$ cat src/rtl/regfile_param_if.sv
// rtl/regfile_param_if.sv - register file read/write, scoreboard and bulk-clear signal bundle
interface regfile_param_if #(
    parameter int DATA_W = 32,
    parameter int ADDR_W = 5
);
    logic              we;
    logic [ADDR_W-1:0] wa;
    logic [DATA_W-1:0] wd;
    logic [ADDR_W-1:0] ra1;
    logic [ADDR_W-1:0] ra2;
    logic [DATA_W-1:0] rd1;
    logic [DATA_W-1:0] rd2;
    logic              busy1;
    logic              busy2;
    logic              sb_set;
    logic [ADDR_W-1:0] sb_addr;
    logic              clr_req;
    logic              clr_busy;
    logic              clr_done;

    modport master (
        output we, wa, wd, ra1, ra2, sb_set, sb_addr, clr_req,
        input  rd1, rd2, busy1, busy2, clr_busy, clr_done
    );

    modport slave (
        input  we, wa, wd, ra1, ra2, sb_set, sb_addr, clr_req,
        output rd1, rd2, busy1, busy2, clr_busy, clr_done
    );
endinterface

$ cat src/rtl/regfile_param.sv
// rtl/regfile_param.sv - 2R/1W register file with busy scoreboard and sequenced bulk clear
module regfile_param #(
    parameter int DATA_W   = 32,
    parameter int ADDR_W   = 5,
    parameter int ZERO_REG = 1,
    parameter int BYPASS   = 1
) (
    input  logic           clk,
    input  logic           rst_n,
    regfile_param_if.slave bus
);
    localparam int              DEPTH = 1 << ADDR_W;
    localparam logic [ADDR_W:0] LAST  = (ADDR_W + 1)'(DEPTH - 1);
    localparam logic [ADDR_W:0] ONE   = (ADDR_W + 1)'(1);

    typedef enum logic {IDLE, CLEAR} state_t;

    state_t            state, next_state;
    logic [ADDR_W:0]   cnt;
    logic [DATA_W-1:0] mem [DEPTH];
    logic [DEPTH-1:0]  busy;
    logic              clr_done_q;

    logic              idle, start_clr, last_clr;
    logic              wr_ok, sb_ok;
    logic              byp1, byp2, zero1, zero2;
    logic [DATA_W-1:0] rd1_nxt, rd2_nxt;

    always_ff @(posedge clk or negedge rst_n) begin
        if (!rst_n) state <= IDLE;
        else        state <= next_state;
    end

    always_comb begin
        next_state = state;
        idle       = 1'b0;
        start_clr  = 1'b0;
        last_clr   = 1'b0;
        case (state)
            IDLE: begin
                idle = 1'b1;
                if (bus.clr_req) begin
                    next_state = CLEAR;
                    start_clr  = 1'b1;
                end
            end
            CLEAR: begin
                if (cnt == LAST) begin
                    last_clr   = 1'b1;
                    next_state = IDLE;
                end
            end
            default: next_state = IDLE;
        endcase
    end

    // Writes and scoreboard sets are only honoured outside the clear sequence.
    always_comb begin
        wr_ok = idle && bus.we && !((ZERO_REG != 0) && (bus.wa == '0));
        sb_ok = idle && bus.sb_set && !((ZERO_REG != 0) && (bus.sb_addr == '0));
        zero1 = (ZERO_REG != 0) && (bus.ra1 == '0);
        zero2 = (ZERO_REG != 0) && (bus.ra2 == '0);
        byp1  = (BYPASS != 0) && wr_ok && (bus.wa == bus.ra1);
        byp2  = (BYPASS != 0) && wr_ok && (bus.wa == bus.ra2);
        rd1_nxt = zero1 ? '0 : (byp1 ? bus.wd : mem[bus.ra1]);
        rd2_nxt = zero2 ? '0 : (byp2 ? bus.wd : mem[bus.ra2]);
    end

    always_ff @(posedge clk or negedge rst_n) begin
        if (!rst_n) begin
            cnt        <= '0;
            clr_done_q <= 1'b0;
        end else begin
            clr_done_q <= last_clr;
            if (start_clr)          cnt <= '0;
            else if (state == CLEAR) cnt <= cnt + ONE;
        end
    end

    always_ff @(posedge clk or negedge rst_n) begin
        if (!rst_n) begin
            for (int i = 0; i < DEPTH; i++) mem[i] <= '0;
        end else if (state == CLEAR) begin
            mem[cnt[ADDR_W-1:0]] <= '0;
        end else if (wr_ok) begin
            mem[bus.wa] <= bus.wd;
        end
    end

    // A set on the same address as a completing write wins, so it is applied last.
    always_ff @(posedge clk or negedge rst_n) begin
        if (!rst_n) begin
            busy <= '0;
        end else if (start_clr) begin
            busy <= '0;
        end else begin
            if (wr_ok) busy[bus.wa]      <= 1'b0;
            if (sb_ok) busy[bus.sb_addr] <= 1'b1;
        end
    end

    always_ff @(posedge clk or negedge rst_n) begin
        if (!rst_n) begin
            bus.rd1 <= '0;
            bus.rd2 <= '0;
        end else begin
            bus.rd1 <= rd1_nxt;
            bus.rd2 <= rd2_nxt;
        end
    end

    assign bus.busy1    = busy[bus.ra1];
    assign bus.busy2    = busy[bus.ra2];
    assign bus.clr_busy = (state == CLEAR);
    assign bus.clr_done = clr_done_q;
endmodule
$ cat src/flat_wrapper.sv
// flat-port wrapper written by rule: the top's interface ports become plain ports
module regfile_param_flat 
#(
    parameter int DATA_W   = 32,
    parameter int ADDR_W   = 5,
    parameter int ZERO_REG = 1,
    parameter int BYPASS   = 1
)
  (clk, rst_n, bus_we, bus_wa, bus_wd, bus_ra1, bus_ra2, bus_sb_set, bus_sb_addr, bus_clr_req, bus_rd1, bus_rd2, bus_busy1, bus_busy2, bus_clr_busy, bus_clr_done);
  regfile_param_if #(.DATA_W(DATA_W), .ADDR_W(ADDR_W)) bus_i ();
  input  logic clk;
  input  logic rst_n;
  input wire logic [$bits(bus_i.we)-1:0] bus_we;
  input wire logic [$bits(bus_i.wa)-1:0] bus_wa;
  input wire logic [$bits(bus_i.wd)-1:0] bus_wd;
  input wire logic [$bits(bus_i.ra1)-1:0] bus_ra1;
  input wire logic [$bits(bus_i.ra2)-1:0] bus_ra2;
  input wire logic [$bits(bus_i.sb_set)-1:0] bus_sb_set;
  input wire logic [$bits(bus_i.sb_addr)-1:0] bus_sb_addr;
  input wire logic [$bits(bus_i.clr_req)-1:0] bus_clr_req;
  output wire logic [$bits(bus_i.rd1)-1:0] bus_rd1;
  output wire logic [$bits(bus_i.rd2)-1:0] bus_rd2;
  output wire logic [$bits(bus_i.busy1)-1:0] bus_busy1;
  output wire logic [$bits(bus_i.busy2)-1:0] bus_busy2;
  output wire logic [$bits(bus_i.clr_busy)-1:0] bus_clr_busy;
  output wire logic [$bits(bus_i.clr_done)-1:0] bus_clr_done;
  assign bus_i.we = bus_we;
  assign bus_i.wa = bus_wa;
  assign bus_i.wd = bus_wd;
  assign bus_i.ra1 = bus_ra1;
  assign bus_i.ra2 = bus_ra2;
  assign bus_i.sb_set = bus_sb_set;
  assign bus_i.sb_addr = bus_sb_addr;
  assign bus_i.clr_req = bus_clr_req;
  assign bus_rd1 = bus_i.rd1;
  assign bus_rd2 = bus_i.rd2;
  assign bus_busy1 = bus_i.busy1;
  assign bus_busy2 = bus_i.busy2;
  assign bus_clr_busy = bus_i.clr_busy;
  assign bus_clr_done = bus_i.clr_done;
  regfile_param #(.DATA_W(DATA_W), .ADDR_W(ADDR_W), .ZERO_REG(ZERO_REG), .BYPASS(BYPASS)) u_core (.clk(clk), .rst_n(rst_n), .bus(bus_i));
endmodule
$ cat config.mk
export PLATFORM = sky130hd
export DESIGN_NAME = regfile_param_flat
export DESIGN_NICKNAME = d
export VERILOG_FILES = /design/src/rtl/regfile_param_if.sv /design/src/rtl/regfile_param.sv /design/src/flat_wrapper.sv
export SDC_FILE = /design/constraint.sdc
export NUM_CORES = 2
export LEC_CHECK = 0
export ABC_CLOCK_PERIOD_IN_PS = 3500
export CAP_MARGIN = 40
export CORE_MARGIN = 2
export CORE_UTILIZATION = 30
export DETAILED_ROUTE_END_ITERATION = 8
export REMOVE_ABC_BUFFERS = 1
export SETUP_SLACK_MARGIN = 0.2
export SLEW_MARGIN = 20
export SYNTH_ARGS = -nofsm -noshare
export SYNTH_HDL_FRONTEND = slang
export SYNTH_SLANG_ARGS = --single-unit
$ cat constraint.sdc
create_clock -name clk -period 3.5 [get_ports clk]
set_input_delay 0.7 -clock clk [delete_from_list [all_inputs] [get_ports clk]]
set_output_delay 0.7 -clock clk [all_outputs]
set_load 0.05 [all_outputs]
[Word level (Yosys, flattened, before mapping)]
Index checks and enable logic that the tools add are counted.
Operators by class
  $add $sub $neg: 1
  order comparisons: 12
  equal/unequal tests: 3
  mux-type cells: 38
  bitwise operators: 10
  reductions and logical operators: 18
Operators with widths (count)
  $mux 1024: 2
  $and 1024x1024->1024: 1
  $bwmux 1024: 1
  $not 1024->1024: 1
  $mux 32: 14
  $bmux 32 s5: 2
  $demux 32 s5: 2
  $and 32x32->32: 1
  $not 32->32: 1
  $or 32x32->32: 1
  $ge 6x6->1 const B: 4
  $lt 5x6->1 const B: 4
  $not 5->6: 4
  $logic_not 5->1: 4
  $lt 6x1->1 const B: 2
  $mux 6: 2
  $bmux 1 s5: 2
  $demux 1 s5: 2
  $eq 5x5->1: 2
  $ge 5x1->1 const B: 2
  $logic_and 1x1->1: 10
  $mux 1: 10
  $add 6x1->6 const B: 1
  $eq 6x5->1 const B: 1
  4 further kinds: 6
Storage, ports and cells
  register bits after elaboration: 1128
  input port bits: 57
  output and inout port bits: 68
  word-level logic and storage cells: 120

[Longest topological paths before layout]
  word-level depth: 11
  depth in mapped cells: 11

[Worst setup path after synthesis]
OpenSTA, ideal clock, no wires.
  path type: input port to output port
  from: input port bus_ra2[0]
  to: output port bus_busy2
  arrival: 2480 ps
  data required time: 2800 ps
  slack: 320 ps
  stages: 5
  buffers on the path: 2
  cell sequence: buf_4 buf_2 mux4_2 mux4_2 mux2_2
On the way
  word-level cells in the longest chain between the ends: 2
RTL lines
  start: declaration: RTL line flat_wrapper.sv:17  | input wire logic [$bits(bus_i.ra2)-1:0] bus_ra2;
  $bmux 1 s5: RTL line regfile_param.sv:113  | assign bus.busy2 = busy[bus.ra2];
  $mux 1 (not written as such): RTL line regfile_param.sv:113
  end: declaration: RTL line flat_wrapper.sv:24  | output wire logic [$bits(bus_i.busy2)-1:0] bus_busy2;
No other way between the ends. The select of a mux whose other input is x is not followed.

[Final worst setup path]
  from: register u_core.busy[28]
  to: output port bus_busy2
On the way
  word-level cells in the longest chain between the ends: 2
RTL lines
  start: declaration: RTL line regfile_param.sv:21  | logic [DEPTH-1:0] busy;
  start signal: assignment: RTL line regfile_param.sv:93  | busy <= '0;
  start signal: assignment: RTL line regfile_param.sv:95  | busy <= '0;
  start signal: indexed assignment: RTL line regfile_param.sv:97  | if (wr_ok) busy[bus.wa] <= 1'b0;
  $bmux 1 s5: RTL line regfile_param.sv:113
  $mux 1 (not written as such): RTL line regfile_param.sv:113
No other way between the ends. The select of a mux whose other input is x is not followed.

==> results.ini <==
[critical_path]
crit_required_ns = 2.80
max_stage_delay_ns = 0.48
worst_ep_arrival_time_ns = 2.59
path_cells = mux4_2, mux4_2, mux2_4, buf_6
cp_slowest_cell = mux4_2
path_class = reg -> out
path_common_cell = mux4_2
critPathLaunchType = register
path_max_fanout = 3
end_kind = primary output

[cells_and_area]
syn_to_final_growth_pct = 19.5
num-nets-final = 4699
final_cells = 7260
postLayoutCoreUtil = 0.360
drive_gt1_frac = 0.256
design_area_um2 = 69100

[die]
rows = 161
pin_count = 125
die_area_um2 = 196000
start_util = 0.301
die_h_um = 443
coreArea_um2 = 192000
die_w_um = 443

[clock_tree]
clkSlewWorstSetupHoldPaths_ns = 0.07
cts_buffers = 115
cts_root_buf = clkbuf_16
cts_tree = done
clockBufferDepth = 3
worstSkewPairLatency_ns = 0.75
cts_htree_levels = 3
cts_sinks = 1128

[synthesis]
synth-edff-count = 0
syn_area_per_cell_um2 = 12.8
syn-cell-area_um2 = 57800
synth_warnings = 0
synth.top_cell.area_share = 0.488
async_flop_share = 1.00
ys_ff_latch = 1128
synth_area_leaders = dfrtp_1 49%, a22o_1 15%, mux4_2 13%
syn_inst = 4526
synth.largest_area_cell = dfrtp_1
ys.flop_type = dfrtp_1
ys_seq_area_frac = 0.488
synth_cell_types = 63

[sta]
fmax_mhz = 304
rsz0062_at_grt = yes
hold_slack_ns = 0.468
fin_skew_ns = 0.0275
period_needed_ns = 3.29
drv_slew = 0
max_slew_margin = 0.373
fin_crit_sh = 0.939
setup-violations-final = 0
hold_viol = 0
worst_pin_slew_ns = 0.939

[detailed_routing]
avgRoutedWirePerCell_um = 33.4
drt-total-wl_um = 242000
first_pass_iters = 6
vias = 46922
drtIter0Drc = 6393
via_per_inst = 6.46
drt.antenna.violating_nets = 0
drc = 0

[run]
cap_violations = 0

[grt]
grtUsageTotal = 0.241
first_global_vias = 46916
grt_max_degree = 151
antenna_found_initial = 12
grt_overflow = 0
grt_first_pass_wirelength_um = 348000

[power]
powerDensity_nw_per_um2 = 508
max-vdd-ir-drop_v = 0.000436
leakage_nw = 30.5

[placed_design]
dp_cells = 7032
port_buffers = 124
placed_area_um2 = 64900
globalplace.congestion = 0.929
dp_hpwl_um = 155000

[run_status]
status = finished clean

[worst_hold_path]
min_path_type = in -> async

-- flip-flops by register name (all words and copies together) (netlist names) --
signal and cells:
u_core.busy 32, u_core.bus.clr_busy 1, u_core.bus.rd1 32, u_core.cnt 6, u_core.bus.clr_done 1, u_core.mem 1024, u_core.bus.rd2 32
-- per-stage QoR --
step / setup WS [ns] / setup TNS (ns) / total power [mW]
2_1_floorplan: -0.313 / -138.34 / 17.8
3_3_place_gp: 0.00422 / 0 / 21.6
3_5_place_dp: 0.0337 / 0 / 21.9
4_1_cts: 0.191 / 0 / 34.9
5_1_grt: 0.191 / 0 / 36.0
6_report: 0.214 / 0 / 35.1
-- where the power goes --
group	leakage, nW	switching [mW]	total [mW]	internal (mW)
clock	1.96	5.60	13.2	7.59
sequential	15.6	0.887	14.9	14.0
combinational	12.9	4.27	7.01	2.74
-- cell type report --
| type | instances | area, µm² |
|---|---|---|
| fillers | 18241 | 123000 |
| clock buffers | 160 | 3380 |
| well taps | 2526 | 3160 |
| multi-input cells | 2820 | 27800 |
| inverters | 6 | 22.5 |
| diodes | 3 | 7.51 |
| repair buffers | 567 | 5900 |
| flip-flops and latches | 1128 | 28200 |
| clock inverters | 50 | 587 |
-- critical path, delay by kind of cell (launching register included) --
| family | cells | cell delay, ns |
|---|---|---|
| buffers and inverters | 1 | 0.16 |
| DFF | 1 | 0.41 |
| muxes | 3 | 1.27 |
-- final timing paths --
kind	cells past startpoint	slack (ns)	endpoint	from
setup / recovery	4	0.21	bus_busy2	u_core.busy[28]
min in group clk	1	0.51	u_core.mem[1017]	u_core.mem[1017]
setup reg to reg	7	0.68	u_core.mem[111]	u_core.cnt[0]
max in group asynchronous	3	1.79	u_core.mem[448]	rst_n
hold / removal	2	0.47	u_core.mem[649]	rst_n
hold reg to reg	1	0.51	u_core.mem[1017]	u_core.mem[1017]
-- cells by family after synthesis --
| family | count (synthesis) | synth area share |
|---|---|---|
| compound gates | 1562 | 0.218 |
| xor+xnor | 12 | 0.00182 |
| fa+ha+maj | 4 | 0.000866 |
| buf+inv | 578 | 0.0425 |
| flops | 1128 | 0.488 |
| mux | 751 | 0.207 |
| simple gates | 491 | 0.0418 |
-- layout by cell type (no fill, tap or decap), drive strengths merged, types with 33 or more instances in the layout --
cell type / synthesis / layout
mux2i: 285 / 285
o22ai: 89 / 89
and2: 40 / 40
buf: 181 / 451
clkdlybuf4s50: 0 / 112
mux2: 124 / 124
nor3: 93 / 93
nor2: 123 / 123
a221oi: 59 / 59
nand2: 119 / 119
o21ai: 93 / 93
mux4: 342 / 342
clkbuf: 391 / 163
dfrtp: 1128 / 1128
a21oi: 134 / 134
a22o: 1001 / 1001
a22oi: 33 / 33
-- layer usage --
metal / track usage / part of all wire / vias up
met4: 0.148 / 0.069 / 18
met2: 0.365 / 0.45 / 3445
met3: 0.0665 / 0.11 / 822
li1: - / - / 18136
met5: 0 / 0.00045 / -
met1: 0.304 / 0.37 / 24501
-- Yosys cell counts, drive strengths merged, types with 5 or more instances --
| cell type | instances |
|---|---|
| a221oi | 59 |
| nor2b | 25 |
| and3 | 5 |
| nand4 | 6 |
| a221o | 18 |
| or3 | 5 |
| a22o | 1001 |
| buf | 181 |
| and2 | 40 |
| nand3b | 5 |
| a22oi | 33 |
| nor3 | 93 |
| mux2 | 124 |
| nand3 | 14 |
| dfrtp | 1128 |
| a2111oi | 30 |
| a211oi | 24 |
| or2 | 5 |
| o22ai | 89 |
| a311oi | 10 |
| o21ai | 93 |
| nor3b | 10 |
| xor2 | 11 |
| o22a | 9 |
| nand2 | 119 |
| a21oi | 134 |
| mux4 | 342 |
| a211o | 31 |
| o211ai | 5 |
| nand2b | 28 |
| inv | 5 |
| clkbuf | 391 |
| nor2 | 123 |
| mux2i | 285 |
-- repair_timing --
item	CTS	global route
endpoints found under the hold margin	23	0
resized for setup	2	1
buffers inserted	0	0
hold buffers	1	0
cloned	0	0
setup endpoints to repair	1	2
Power figures use the tool's default switching activity.
